--- config.mk ---
export PLATFORM = sky130hd
export DESIGN_NAME = step_controller_flat
export DESIGN_NICKNAME = d
export VERILOG_FILES = /design/src/rtl/step_controller_if.sv /design/src/rtl/step_controller.sv /design/src/flat_wrapper.sv
export SDC_FILE = /design/constraint.sdc
export NUM_CORES = 1
export LEC_CHECK = 0
export CAP_MARGIN = 20
export CORE_MARGIN = 2
export CORE_UTILIZATION = 50
export CTS_CLUSTER_DIAMETER = 40
export DETAILED_ROUTE_END_ITERATION = 7
export PLACE_DENSITY = 0.77
export RECOVER_POWER = 25
export SYNTH_ARGS = -nofsm -noshare
export SYNTH_HDL_FRONTEND = slang
export SYNTH_SLANG_ARGS = --single-unit
--- constraint.sdc ---
create_clock -name clkFPGA -period 2.82 [get_ports clkFPGA]
set_input_delay 0.564 -clock clkFPGA [delete_from_list [all_inputs] [get_ports clkFPGA]]
set_output_delay 0.564 -clock clkFPGA [all_outputs]
set_load 0.005 [all_outputs]
--- src/rtl/step_controller_if.sv ---
// Datapath-facing handshake and debug/status bundle of the step controller.
// master: the step controller; slave: the datapath / debug display side.
interface step_controller_if #(
  parameter int STEP_CNT_W = 16
);
  logic                  instr_retired;
  logic                  finish;
  logic                  run_en;
  logic                  step_active;
  logic                  done;
  logic [1:0]            state_o;
  logic [STEP_CNT_W-1:0] step_count;
  logic                  timeout;

  modport master (
    input  instr_retired, finish,
    output run_en, step_active, done, state_o, step_count, timeout
  );

  modport slave (
    output instr_retired, finish,
    input  run_en, step_active, done, state_o, step_count, timeout
  );
endinterface

--- src/rtl/step_controller.sv ---
// Execution-control stage in front of the datapath: synchronizes the stepping
// switch and next-instruction button, debounces the button, and runs a
// RUN/HALT/STEP/DONE FSM that produces the registered pipeline enable.
// Optional build macro STEP_TIMEOUT_EN adds a watchdog that aborts a STEP
// that has not retired within TIMEOUT_CYCLES cycles and sets a sticky flag.
module step_controller #(
  parameter logic [15:0] DEBOUNCE_CYCLES = 16'd50000,
  parameter int          STEP_CNT_W      = 16,
  parameter logic [31:0] TIMEOUT_CYCLES  = 32'd1024
) (
  input  logic               clkFPGA,
  input  logic               rst_n,
  input  logic               stepping_flag,
  input  logic               next_instr,
  step_controller_if.master  bus
);

  typedef enum logic [1:0] {
    S_RUN  = 2'b00,
    S_HALT = 2'b01,
    S_STEP = 2'b10,
    S_DONE = 2'b11
  } state_t;

  // Synchronizers and debouncer
  logic        step_s1_q, step_s1_d, step_s_q, step_s_d;
  logic        btn_s1_q, btn_s1_d, btn_s_q, btn_s_d;
  logic        deb_q, deb_d, deb_prev_q, deb_prev_d;
  logic [15:0] deb_cnt_q, deb_cnt_d;
  logic        press_evt;

  // FSM and registered outputs
  state_t                state_q, state_d;
  logic                  run_en_q, run_en_d;
  logic                  step_active_q, step_active_d;
  logic                  done_q, done_d;
  logic [STEP_CNT_W-1:0] step_count_q, step_count_d;
  logic                  tmo_expired;

  // Next values for the synchronizer chains and the button debouncer
  always_comb begin
    step_s1_d  = stepping_flag;
    step_s_d   = step_s1_q;
    btn_s1_d   = next_instr;
    btn_s_d    = btn_s1_q;
    deb_d      = deb_q;
    deb_prev_d = deb_q;
    deb_cnt_d  = deb_cnt_q;
    if (btn_s_q == deb_q) begin
      deb_cnt_d = '0;
    end else if (deb_cnt_q >= DEBOUNCE_CYCLES - 16'd1) begin
      deb_d     = btn_s_q;
      deb_cnt_d = '0;
    end else begin
      deb_cnt_d = deb_cnt_q + 16'd1;
    end
  end

  // Input conditioning flops; the stepping switch syncs reset to 1 so a
  // freshly reset controller stays halted until the switch is really seen low
  always_ff @(posedge clkFPGA or negedge rst_n) begin
    if (!rst_n) begin
      step_s1_q  <= 1'b1;
      step_s_q   <= 1'b1;
      btn_s1_q   <= 1'b0;
      btn_s_q    <= 1'b0;
      deb_q      <= 1'b0;
      deb_prev_q <= 1'b0;
      deb_cnt_q  <= '0;
    end else begin
      step_s1_q  <= step_s1_d;
      step_s_q   <= step_s_d;
      btn_s1_q   <= btn_s1_d;
      btn_s_q    <= btn_s_d;
      deb_q      <= deb_d;
      deb_prev_q <= deb_prev_d;
      deb_cnt_q  <= deb_cnt_d;
    end
  end

  // Only a rising debounced level is a press; the release edge is ignored
  assign press_evt = deb_q & ~deb_prev_q;

`ifdef STEP_TIMEOUT_EN
  logic [31:0] tmo_cnt_q, tmo_cnt_d;
  logic        timeout_q, timeout_d;

  assign tmo_expired = (tmo_cnt_q == TIMEOUT_CYCLES - 32'd1);

  // Watchdog: restart on STEP entry, count every STEP cycle, latch on expiry
  always_comb begin
    tmo_cnt_d = tmo_cnt_q;
    timeout_d = timeout_q;
    if (state_q != S_STEP) begin
      tmo_cnt_d = '0;
    end else begin
      tmo_cnt_d = tmo_cnt_q + 32'd1;
      if (!bus.instr_retired && tmo_expired) begin
        timeout_d = 1'b1;
      end
    end
  end

  // Watchdog flops
  always_ff @(posedge clkFPGA or negedge rst_n) begin
    if (!rst_n) begin
      tmo_cnt_q <= '0;
      timeout_q <= 1'b0;
    end else begin
      tmo_cnt_q <= tmo_cnt_d;
      timeout_q <= timeout_d;
    end
  end

  assign bus.timeout = timeout_q;
`else
  assign tmo_expired = 1'b0;
  assign bus.timeout = 1'b0;
`endif

  // Next-state logic; finish overrides every other transition
  always_comb begin
    state_d      = state_q;
    step_count_d = step_count_q;
    unique case (state_q)
      S_RUN: begin
        if (step_s_q) state_d = S_HALT;
      end
      S_HALT: begin
        if (!step_s_q)     state_d = S_RUN;
        else if (press_evt) state_d = S_STEP;
      end
      S_STEP: begin
        if (bus.instr_retired) begin
          state_d      = step_s_q ? S_HALT : S_RUN;
          step_count_d = step_count_q + 1'b1;
        end else if (tmo_expired) begin
          state_d = S_HALT;
        end
      end
      S_DONE: begin
        state_d = S_DONE;
      end
      default: state_d = S_HALT;
    endcase
    if (bus.finish) state_d = S_DONE;
  end

  // Output decode from the next state so outputs flip on the same edge as state
  always_comb begin
    run_en_d      = (state_d == S_RUN) || (state_d == S_STEP);
    step_active_d = (state_d == S_STEP);
    done_d        = (state_d == S_DONE);
  end

  // State and registered output flops
  always_ff @(posedge clkFPGA or negedge rst_n) begin
    if (!rst_n) begin
      state_q       <= S_HALT;
      run_en_q      <= 1'b0;
      step_active_q <= 1'b0;
      done_q        <= 1'b0;
      step_count_q  <= '0;
    end else begin
      state_q       <= state_d;
      run_en_q      <= run_en_d;
      step_active_q <= step_active_d;
      done_q        <= done_d;
      step_count_q  <= step_count_d;
    end
  end

  assign bus.run_en      = run_en_q;
  assign bus.step_active = step_active_q;
  assign bus.done        = done_q;
  assign bus.state_o     = state_q;
  assign bus.step_count  = step_count_q;

endmodule

--- src/flat_wrapper.sv ---
// flat-port wrapper written by rule: the top's interface ports become plain ports
module step_controller_flat 
#(
  parameter logic [15:0] DEBOUNCE_CYCLES = 16'd50000,
  parameter int          STEP_CNT_W      = 16,
  parameter logic [31:0] TIMEOUT_CYCLES  = 32'd1024
)
  (clkFPGA, rst_n, stepping_flag, next_instr, bus_instr_retired, bus_finish, bus_run_en, bus_step_active, bus_done, bus_state_o, bus_step_count, bus_timeout);
  step_controller_if #(.STEP_CNT_W(STEP_CNT_W)) bus_i ();
  input  logic clkFPGA;
  input  logic rst_n;
  input  logic stepping_flag;
  input  logic next_instr;
  input wire logic [$bits(bus_i.instr_retired)-1:0] bus_instr_retired;
  input wire logic [$bits(bus_i.finish)-1:0] bus_finish;
  output wire logic [$bits(bus_i.run_en)-1:0] bus_run_en;
  output wire logic [$bits(bus_i.step_active)-1:0] bus_step_active;
  output wire logic [$bits(bus_i.done)-1:0] bus_done;
  output wire logic [$bits(bus_i.state_o)-1:0] bus_state_o;
  output wire logic [$bits(bus_i.step_count)-1:0] bus_step_count;
  output wire logic [$bits(bus_i.timeout)-1:0] bus_timeout;
  assign bus_i.instr_retired = bus_instr_retired;
  assign bus_i.finish = bus_finish;
  assign bus_run_en = bus_i.run_en;
  assign bus_step_active = bus_i.step_active;
  assign bus_done = bus_i.done;
  assign bus_state_o = bus_i.state_o;
  assign bus_step_count = bus_i.step_count;
  assign bus_timeout = bus_i.timeout;
  step_controller #(.DEBOUNCE_CYCLES(DEBOUNCE_CYCLES), .STEP_CNT_W(STEP_CNT_W), .TIMEOUT_CYCLES(TIMEOUT_CYCLES)) u_core (.clkFPGA(clkFPGA), .rst_n(rst_n), .stepping_flag(stepping_flag), .next_instr(next_instr), .bus(bus_i));
endmodule
Word-level counts from Yosys, hierarchy flattened
Cells that the tools add are included.

Add/sub/neg operators: 2. $lt $le $gt $ge: 1. Equality and inequality tests: 6. Multiplexer cells: 9. Bitwise logic cells: 3. Reduce and logical (&&, ||, !) cells: 5.

Operator list (count): $add 16x1->16 const B (2); $mux 16 (2); $ge 16x16->1 const B (1); $mux 2 (5); $eq 2x2->1 const B (4); $pmux 2 s4 (1); $logic_not 2->1 (2); $reduce_and 2->1 (2); $eq 2x1->1 const B (1); $not 1->1 (2); $and 1x1->1 (1); $eq 1x1->1 (1); $logic_or 1x1->1 (1); $mux 1 (1).

Bits in registers: 43. Bits of input ports: 6. Output and inout bits: 22. Word-level logic and storage cells: 38.

Depth between registers and ports, before layout
Gate-level depths: netlist of the first run.

Word-level depth: 8. Depth in mapped cells: 6. Gate-level depth less buffers: 5.

Least setup slack after synthesis of the first run
Ideal clock, no wire load.

Path kind: register to register. From: reg u_core.deb_cnt_q[12]. To: reg u_core.deb_cnt_q[10]. Setup time: 0.071 ns. Data arrival time: 1.614 ns. Data required time: 2.749 ns. Slack: 1.135 ns. Stages on the path, launching flop included: 5. Buffers on the path: 1. Period minus slack after synthesis: 1.685 ns. Path through: dfrtp_1 or4_4 a311o_2 buf_6 nor2_1.

Word-level cells in the longest chain between the ends: 3.

Ends and longest elaborated chain: from (decl) (line step_controller.sv:29) `logic [15:0] deb_cnt_q, deb_cnt_d;`; from (signal assigned) (line step_controller.sv:77) `deb_cnt_q <= deb_cnt_d;`; $ge 16x16->1 (line step_controller.sv:51) `end else if (deb_cnt_q >= DEBOUNCE_CYCLES - 16'd1) begin`; $mux 16 (line step_controller.sv:51); $mux 16 (line step_controller.sv:49) `if (btn_s_q == deb_q) begin`; named net u_core.deb_cnt_d[10] (line step_controller.sv:29).

The timed path passes the listed nets, and every way through them passes these cells. A chain may end at the register's enable or synchronous reset.

Worst setup path in the final report of the first run
From: reg u_core.state_q[0] (netlist: u_core.bus.state_o[0]). To: out bus_state_o[0].

RTL lines: from (decl) (line step_controller.sv:33) `state_t state_q, state_d;`; from (signal assigned) (line step_controller.sv:165) `state_q <= state_d;`; to (decl) (line flat_wrapper.sv:19) `output wire logic [$bits(bus_i.state_o)-1:0] bus_state_o;`.

No word-level cell between the ends.

==> results of run 1 <==
-- per-stage QoR --
stage,std cells,setup WS [ps],util [%],instance area [um2]
after floorplan,169,1130,-,1860
after global placement,241,634,59.5,2160
final,249,845,62.4,2270
after detailed placement,241,607,59.5,2160
after global routing,249,753,62.4,2270
after CTS,249,831,62.4,2270
-- registers in the layout (all words and copies together), names as in the netlist --
| signal | flops |
|---|---|
| u_core.btn_s_q | 1 |
| u_core.deb_prev_d | 1 |
| u_core.deb_prev_q | 1 |
| u_core.bus.step_count | 16 |
| u_core.bus.step_active | 1 |
| u_core.bus.done | 1 |
| u_core.step_s_q | 1 |
| u_core.step_s1_q | 1 |
| u_core.bus.run_en | 1 |
| u_core.bus.state_o | 2 |
| u_core.btn_s1_q | 1 |
| u_core.deb_cnt_q | 16 |
-- power groups by stage --
stage	combinational [mW]	clock, mW	sequential (mW)
2_1_floorplan	0.0202	0	0.655
3_3_place_gp	0.0525	0	0.656
3_5_place_dp	0.0557	0	0.657
4_1_cts	0.0550	0.477	0.645
5_1_grt	0.0608	0.500	0.647
6_report	0.0526	0.462	0.645
-- placed cells by master, fill, tap and decap left out, types with 2 or more instances in the layout --
master	instances
sky130_fd_sc_hd__nor2_1	26
sky130_fd_sc_hd__inv_1	6
sky130_fd_sc_hd__mux2_2	2
sky130_fd_sc_hd__dlygate4sd3_1	3
sky130_fd_sc_hd__clkdlybuf4s50_1	22
sky130_fd_sc_hd__a31oi_1	2
sky130_fd_sc_hd__and3_1	2
sky130_fd_sc_hd__nand2_1	10
sky130_fd_sc_hd__clkbuf_8	5
sky130_fd_sc_hd__xnor2_1	24
sky130_fd_sc_hd__nand3_1	9
sky130_fd_sc_hd__ha_1	2
sky130_fd_sc_hd__dfrtp_1	40
sky130_fd_sc_hd__clkbuf_1	2
sky130_fd_sc_hd__xor2_1	6
sky130_fd_sc_hd__nand4_1	6
sky130_fd_sc_hd__nor3_1	9
sky130_fd_sc_hd__nor4_1	6
sky130_fd_sc_hd__dfstp_2	3
-- cell type report --
| cell class | count | area (um2) |
|---|---|---|
| clock inverters | 1 | 30.0 |
| well taps | 48 | 60.1 |
| fillers | 312 | 1370 |
| clock buffers | 7 | 76.3 |
| flip-flops and latches | 43 | 1080 |
| inverters | 6 | 22.5 |
| repair buffers | 26 | 255 |
| multi-input cells | 118 | 743 |
-- cells by family after synthesis --
logic type                 synth area share (%)
buffers and inverters                      2.21
AOI/OAI and AO/OA                          3.09
muxes                                      1.21
other                                     0.201
adders and majority gates                  1.34
DFF                                        57.9
and+or+nand+nor                            19.9
xor gates and xnor gates                   14.1
-- worst max path at each step --
stage                                            to  slack [ps]  cells past startpoint
after global routing      u_core.bus.step_count[12]         750                      5
after detailed placement  u_core.bus.step_count[14]         610                      5
final                                bus_state_o[0]         850                      1
after floorplan                u_core.deb_cnt_q[10]        1130                      4
after global placement    u_core.bus.step_count[14]         630                      5
after CTS                            bus_state_o[0]         830                      1
-- per-layer routing --
metal	vias up	GRT usage, %	wire length (um)
met5	-	0	0
met4	0	7.03	56
met3	7	5.21	140
met2	31	29.6	1560
met1	626	21.0	1420
li1	635	-	-
==> impl_metrics.tcl, run 1 <==
set metrics [dict create \
    status "completed" \
    setup_repair_after_global_routing_missed_its_margin "no" \
    post_synth_edffs 0 \
    fin_worst_hold_slack_ps 359 \
    syn_avg_cell_area_um2 11.0 \
    design.final.nets 208 \
    avgRoutedWirePerCell_um 12.7 \
    fraction_of_layout_instances_using_a_drive_strength_above_1_pct 7.46 \
    start_util_pct 51.3 \
    global_route.usage.total_pct 17.5 \
    yosys-top-cells-area "sky130_fd_sc_hd__dfrtp_1 (54%), sky130_fd_sc_hd__xnor2_1 (11%), sky130_fd_sc_hd__nor2_1 (5.2%)" \
    ys_seq_elements 43 \
    clock-sinks 43 \
    grt_first_pass_wirelength_um 5640 \
    synthArstFlopShare_pct 100 \
    p_sw_mw 0.239 \
    worst_slew_margin_rel_pct 38.8 \
    internal-power_mw 0.922 \
    core_area_um2 3630 \
    timing.reg2reg.setup_slack_ps 1000 \
    post_cts.repair.setup_buffers 0 \
    yosysMostFrequentCell "sky130_fd_sc_hd__dfrtp_1" \
    critPathRequiredTime_ps 2260 \
    proportion_of_synthesized_chip_area_in_sequential_cells_pct 57.9 \
    yosys_most_used_dff "sky130_fd_sc_hd__dfrtp_1" \
    drt_pass1_iterations 4 \
    vdd_drop_max_v 0.000276 \
    r2r_end "u_core.deb_cnt_q[6]" \
    synthToLayoutAreaGrowth_pct 21.6 \
    antennaDiodeCount 0 \
    critical_path.cell_chain "clkdlybuf4s50_1" \
    min_period_ps 1970 \
    die_footprint_um2 4230 \
    die_width_um 65.1 \
    finalHoldViolations 0 \
    syn_inst_count 169 \
    hold_end "u_core.step_s_q" \
    detailed_place_hpwl_um 2250 \
    power.combinational.fraction_pct 4.5 \
    r2r.worst_path.cells 5 \
    post_cts_resize_count 0 \
    yosysUniqueCellTypes 31 \
    report.final.slew_viol_count 0 \
    timing.clock.skew_ps 12.8 \
    report.final.setup_viol 0 \
    crit_path_max_fanout 9 \
    max_freq_mhz 506 \
    design.portCount 28 \
    worstSetupStartpoint "u_core.bus.state_o[0]" \
    worstSetupPathType "register to output pin" \
    whs_path_depth 0 \
    leakage_nw 0.950 \
    totalNegativeSetupSlack_ps 0 \
    ctsRootBufferMaster "sky130_fd_sc_hd__clkbuf_8" \
    min_period_over_period_pct 70.0 \
    synth_area_um2 1860 \
    syn_nets 177 \
    via_count_of_the_first_global_routing_pass 1290 \
    cp_slowest_stage_delay_ps 600 \
    finalWeightedCongestion 0.836 \
    die_y_um 65.1 \
    num_rows 22 \
    timing.critical_path.buf_inv 1 \
    hold_path_class "register to register" \
    initial_drc_count 59 \
    timing.hold.worst.start "u_core.step_s1_q" \
    max_cap_viol_count 0 \
    total_power_mw 1.16 \
    total_drc_errors_in_the_routed_layout 0 \
    yosys_warnings 0 \
    power.sequential.fraction_pct 55.6 \
    number_of_levels_in_the_clock_h_tree 2 \
    synthTopCellsByCount "sky130_fd_sc_hd__dfrtp_1 (40), sky130_fd_sc_hd__nor2_1 (26), sky130_fd_sc_hd__xnor2_1 (24)" \
    powerDensity_nw_per_um2 512 \
    cts-root-to-sink-buffers 2 \
    detail-route-antenna-nets 0 \
    share_clk_of_total_power_pct 39.9 \
    path_delay_family "flip-flops" \
    port_buffers 26 \
    total_clock_buffers_created_by_cts 5 \
    crit_path_top_delay_cell "sky130_fd_sc_hd__dfstp_2" \
    clkSlewWorstSetupHoldPaths_ps 70 \
    count_of_hold_buffers_inserted_by_post_cts_repair 0 \
    detail_route.wirelength_um 3170 \
    switching_share_pct 20.6 \
    synth_top_area_cell "sky130_fd_sc_hd__dfrtp_1" \
    cp.arrival_ps 1410 \
    cts_tree "yes" \
    cp-end-kind "output pin" \
    yosysTopAreaCellShare_pct 53.7 \
    tightestPinTransition_ps 917 \
    drt-vias-per-instance 5.22 \
    rr_startpoint "u_core.deb_cnt_q[0]" \
    grt_start_max_net_pins 44 \
    global_route.overflow_total 0 \
    vias 1299 \
    start_kind "register" \
    antenna_found_initial 0 \
    clock_latency_ps 300 \
]
(Power assumes the default switching activity.)
==> run 2: changes to the inputs <==
--- a/config.mk
+++ b/config.mk
@@ -7,7 +7,7 @@
 export LEC_CHECK = 0
 export CAP_MARGIN = 20
 export CORE_MARGIN = 2
-export CORE_UTILIZATION = 50
+export CORE_UTILIZATION = 48
 export CTS_CLUSTER_DIAMETER = 40
 export DETAILED_ROUTE_END_ITERATION = 7
 export PLACE_DENSITY = 0.77
==> constraint.sdc (replaced) <==
create_clock -name clkFPGA -period 1.6 [get_ports clkFPGA]
set_input_delay 0.32 -clock clkFPGA [delete_from_list [all_inputs] [get_ports clkFPGA]]
set_output_delay 0.32 -clock clkFPGA [all_outputs]
set_load 0.005 [all_outputs]
==> run 2 against run 1 <==
  * The run now ends with setup timing left
  * Power is 83% higher
  * Clock power increased by 87%
  * Routed wire length rose by 19%
  * Critical path type is now register to register
  * Largest power group unchanged
==> impl_metrics.tcl, run 2 (synthesized netlist as in run 1, its figures left out) <==
set metrics [dict create \
    finalWeightedCongestion 0.824 \
    power.combinational.fraction_pct 6.4 \
    global_route.usage.total_pct 18.7 \
    fraction_of_layout_instances_using_a_drive_strength_above_1_pct 26.1 \
    most-common-layout-cells "sky130_fd_sc_hd__dfrtp_1 (35), sky130_fd_sc_hd__xnor2_1 (24), sky130_fd_sc_hd__buf_4 (23)" \
    rr_startpoint "u_core.deb_cnt_q[10]" \
    timing.reg2reg.setup_slack_ps -30 \
    pre_cts_slack_ps -133 \
    cts-root-to-sink-buffers 2 \
    global_route.overflow_total 0 \
    antennaDiodeCount 0 \
    grt_first_pass_wirelength_um 6150 \
    cts_tree "yes" \
    worst_slack_ps -28.6 \
    avgRoutedWirePerCell_um 13.8 \
    route.top_layer_used "met4" \
    total_drc_errors_in_the_routed_layout 0 \
    leakage_nw 1.09 \
    final_cell_count_no_fill 274 \
    count_of_hold_buffers_inserted_by_post_cts_repair 0 \
    report.final.slew_viol_count 0 \
    die_footprint_um2 4400 \
    max_cap_viol_count 0 \
    r2r_end "u_core.deb_cnt_q[15]" \
    status "finished, violations left" \
    ctsRootBufferMaster "sky130_fd_sc_hd__clkbuf_8" \
    cp.arrival_ps 1850 \
    cp-end-kind "register" \
    routed-wl-met3_um 151 \
    layout.cells.most_common "sky130_fd_sc_hd__dfrtp_1" \
    detail-route-antenna-nets 0 \
    design.portCount 28 \
    placed_cells 255 \
    switching_share_pct 20.8 \
    wl_met2_um 1940 \
    grt_start_max_net_pins 44 \
    setup_repair_after_global_routing_missed_its_margin "yes" \
    critPathRequiredTime_ps 1820 \
    timing.clock.skew_ps 7.20 \
    synthToLayoutAreaGrowth_pct 35.4 \
    worstSetupPathType "register to register" \
    clkSlewWorstSetupHoldPaths_ps 80 \
    num_rows 22 \
    vdd_drop_max_v 0.000611 \
    clock-sinks 43 \
    r2r.worst_path.cells 4 \
    via_count_of_the_first_global_routing_pass 1385 \
    internal-power_mw 1.68 \
    power.sequential.fraction_pct 53.0 \
    die_width_um 66.3 \
    die_y_um 66.3 \
    wirelength_met1_um 1640 \
    failing_checks "setup timing" \
    powerDensity_nw_per_um2 842 \
    number_of_levels_in_the_clock_h_tree 2 \
    report.final.setup_viol 15 \
    crit_path_max_fanout 16 \
    design_area_um2 2520 \
    postLayoutCoreUtil_pct 68.5 \
    detail_route.wirelength_um 3780 \
    min_period_over_period_pct 102 \
    p_sw_mw 0.442 \
    start_util_pct 50.5 \
    totalNegativeSetupSlack_ps -206 \
    worst_slew_margin_rel_pct 31.3 \
    tightestPinTransition_ps 1030 \
    design.final.nets 233 \
    detailed_place.area_um2 2270 \
    drt_pass1_iterations 4 \
    fin_worst_hold_slack_ps 279 \
    antenna_found_initial 0 \
    drt-vias-per-instance 5.17 \
    start_kind "register" \
    hold_path_class "input port to asynchronous set/reset pin" \
    total_power_mw 2.13 \
    filler_cell_count 276 \
    vias 1416 \
    port_buffers 26 \
    detailed_place_hpwl_um 2500 \
    clock_latency_ps 290 \
    finalHoldViolations 0 \
    core_area_um2 3690 \
    initial_drc_count 88 \
    share_clk_of_total_power_pct 40.6 \
    total_clock_buffers_created_by_cts 5 \
    min_period_ps 1630 \
    max_freq_mhz 614 \
]
run 2: cell count changes in the layout (fill, tap and decap cells not counted), moves of 5 or more:
cell                      delta
sky130_fd_sc_hd__nor2_2      +8
sky130_fd_sc_hd__nor2_1      -8
sky130_fd_sc_hd__dfrtp_1     -5
sky130_fd_sc_hd__buf_4      +23
sky130_fd_sc_hd__dfrtp_2     +5
run 2: worst max path at each step:
stage | start | end | slack, ps | depth (start not counted)
global route | u_core.deb_cnt_q[10] | u_core.deb_cnt_q[10] | -70 | 4
finish | u_core.deb_cnt_q[10] | u_core.deb_cnt_q[15] | -30 | 4
detailed placement | bus_instr_retired | u_core.bus.step_count[14] | -130 | 6
floorplan | u_core.deb_cnt_q[10] | u_core.deb_cnt_q[13] | 10 | 4
CTS | u_core.deb_cnt_q[10] | u_core.deb_cnt_q[15] | -30 | 3
global placement | bus_instr_retired | u_core.bus.step_count[12] | -130 | 6
run 2: worst max-delay path, cell delays in order, from the launching register on:
cell                      delay [ps]
sky130_fd_sc_hd__dfrtp_1         390
sky130_fd_sc_hd__or4_4           540
sky130_fd_sc_hd__a311o_2         360
sky130_fd_sc_hd__buf_12          160
sky130_fd_sc_hd__nor2_2          110
run 2: layout make-up:
class	instances	area (um2)	share of cell area, %
flip-flops and latches	43	1090	43.0
multi-input cells	118	786	31.1
repair buffers	51	453	17.9
clock buffers	6	82.6	3.27
well taps	48	60.1	2.38
clock inverters	2	35.0	1.39
inverters	6	22.5	0.892
run 2: power by group through the flow:
stage,logic (mW),clock network (mW),registers (mW)
CTS,0.131,0.893,1.13
finish,0.135,0.864,1.13
global route,0.157,0.933,1.13
global placement,0.120,0,1.15
floorplan,0.0361,0,1.15
detailed placement,0.123,0,1.15
run 2: routing by layer:
| metal | global-route usage (%) | vias to the layer above |
|---|---|---|
| met1 | 21.8 | 699 |
| met2 | 32.5 | 28 |
| li1 | - | 684 |
| met5 | 0 | - |
| met3 | 5.62 | 5 |
| met4 | 6.89 | 0 |
run 2: what timing repair did:
| item | in CTS | in global routing |
|---|---|---|
| resized for setup | 5 | 14 |
| pin swaps | 3 | 1 |
| setup buffers | 2 | 9 |
| setup endpoints to repair | 14 | 27 |
==> run 3: changes to the inputs <==
--- a/config.mk
+++ b/config.mk
@@ -5,6 +5,7 @@
 export SDC_FILE = /design/constraint.sdc
 export NUM_CORES = 1
 export LEC_CHECK = 0
+export ABC_AREA = 0
 export CAP_MARGIN = 20
 export CORE_MARGIN = 2
 export CORE_UTILIZATION = 48
==> results of run 3 <==
Same layout as run 2: the final DEF is identical, and so are final timing and power.
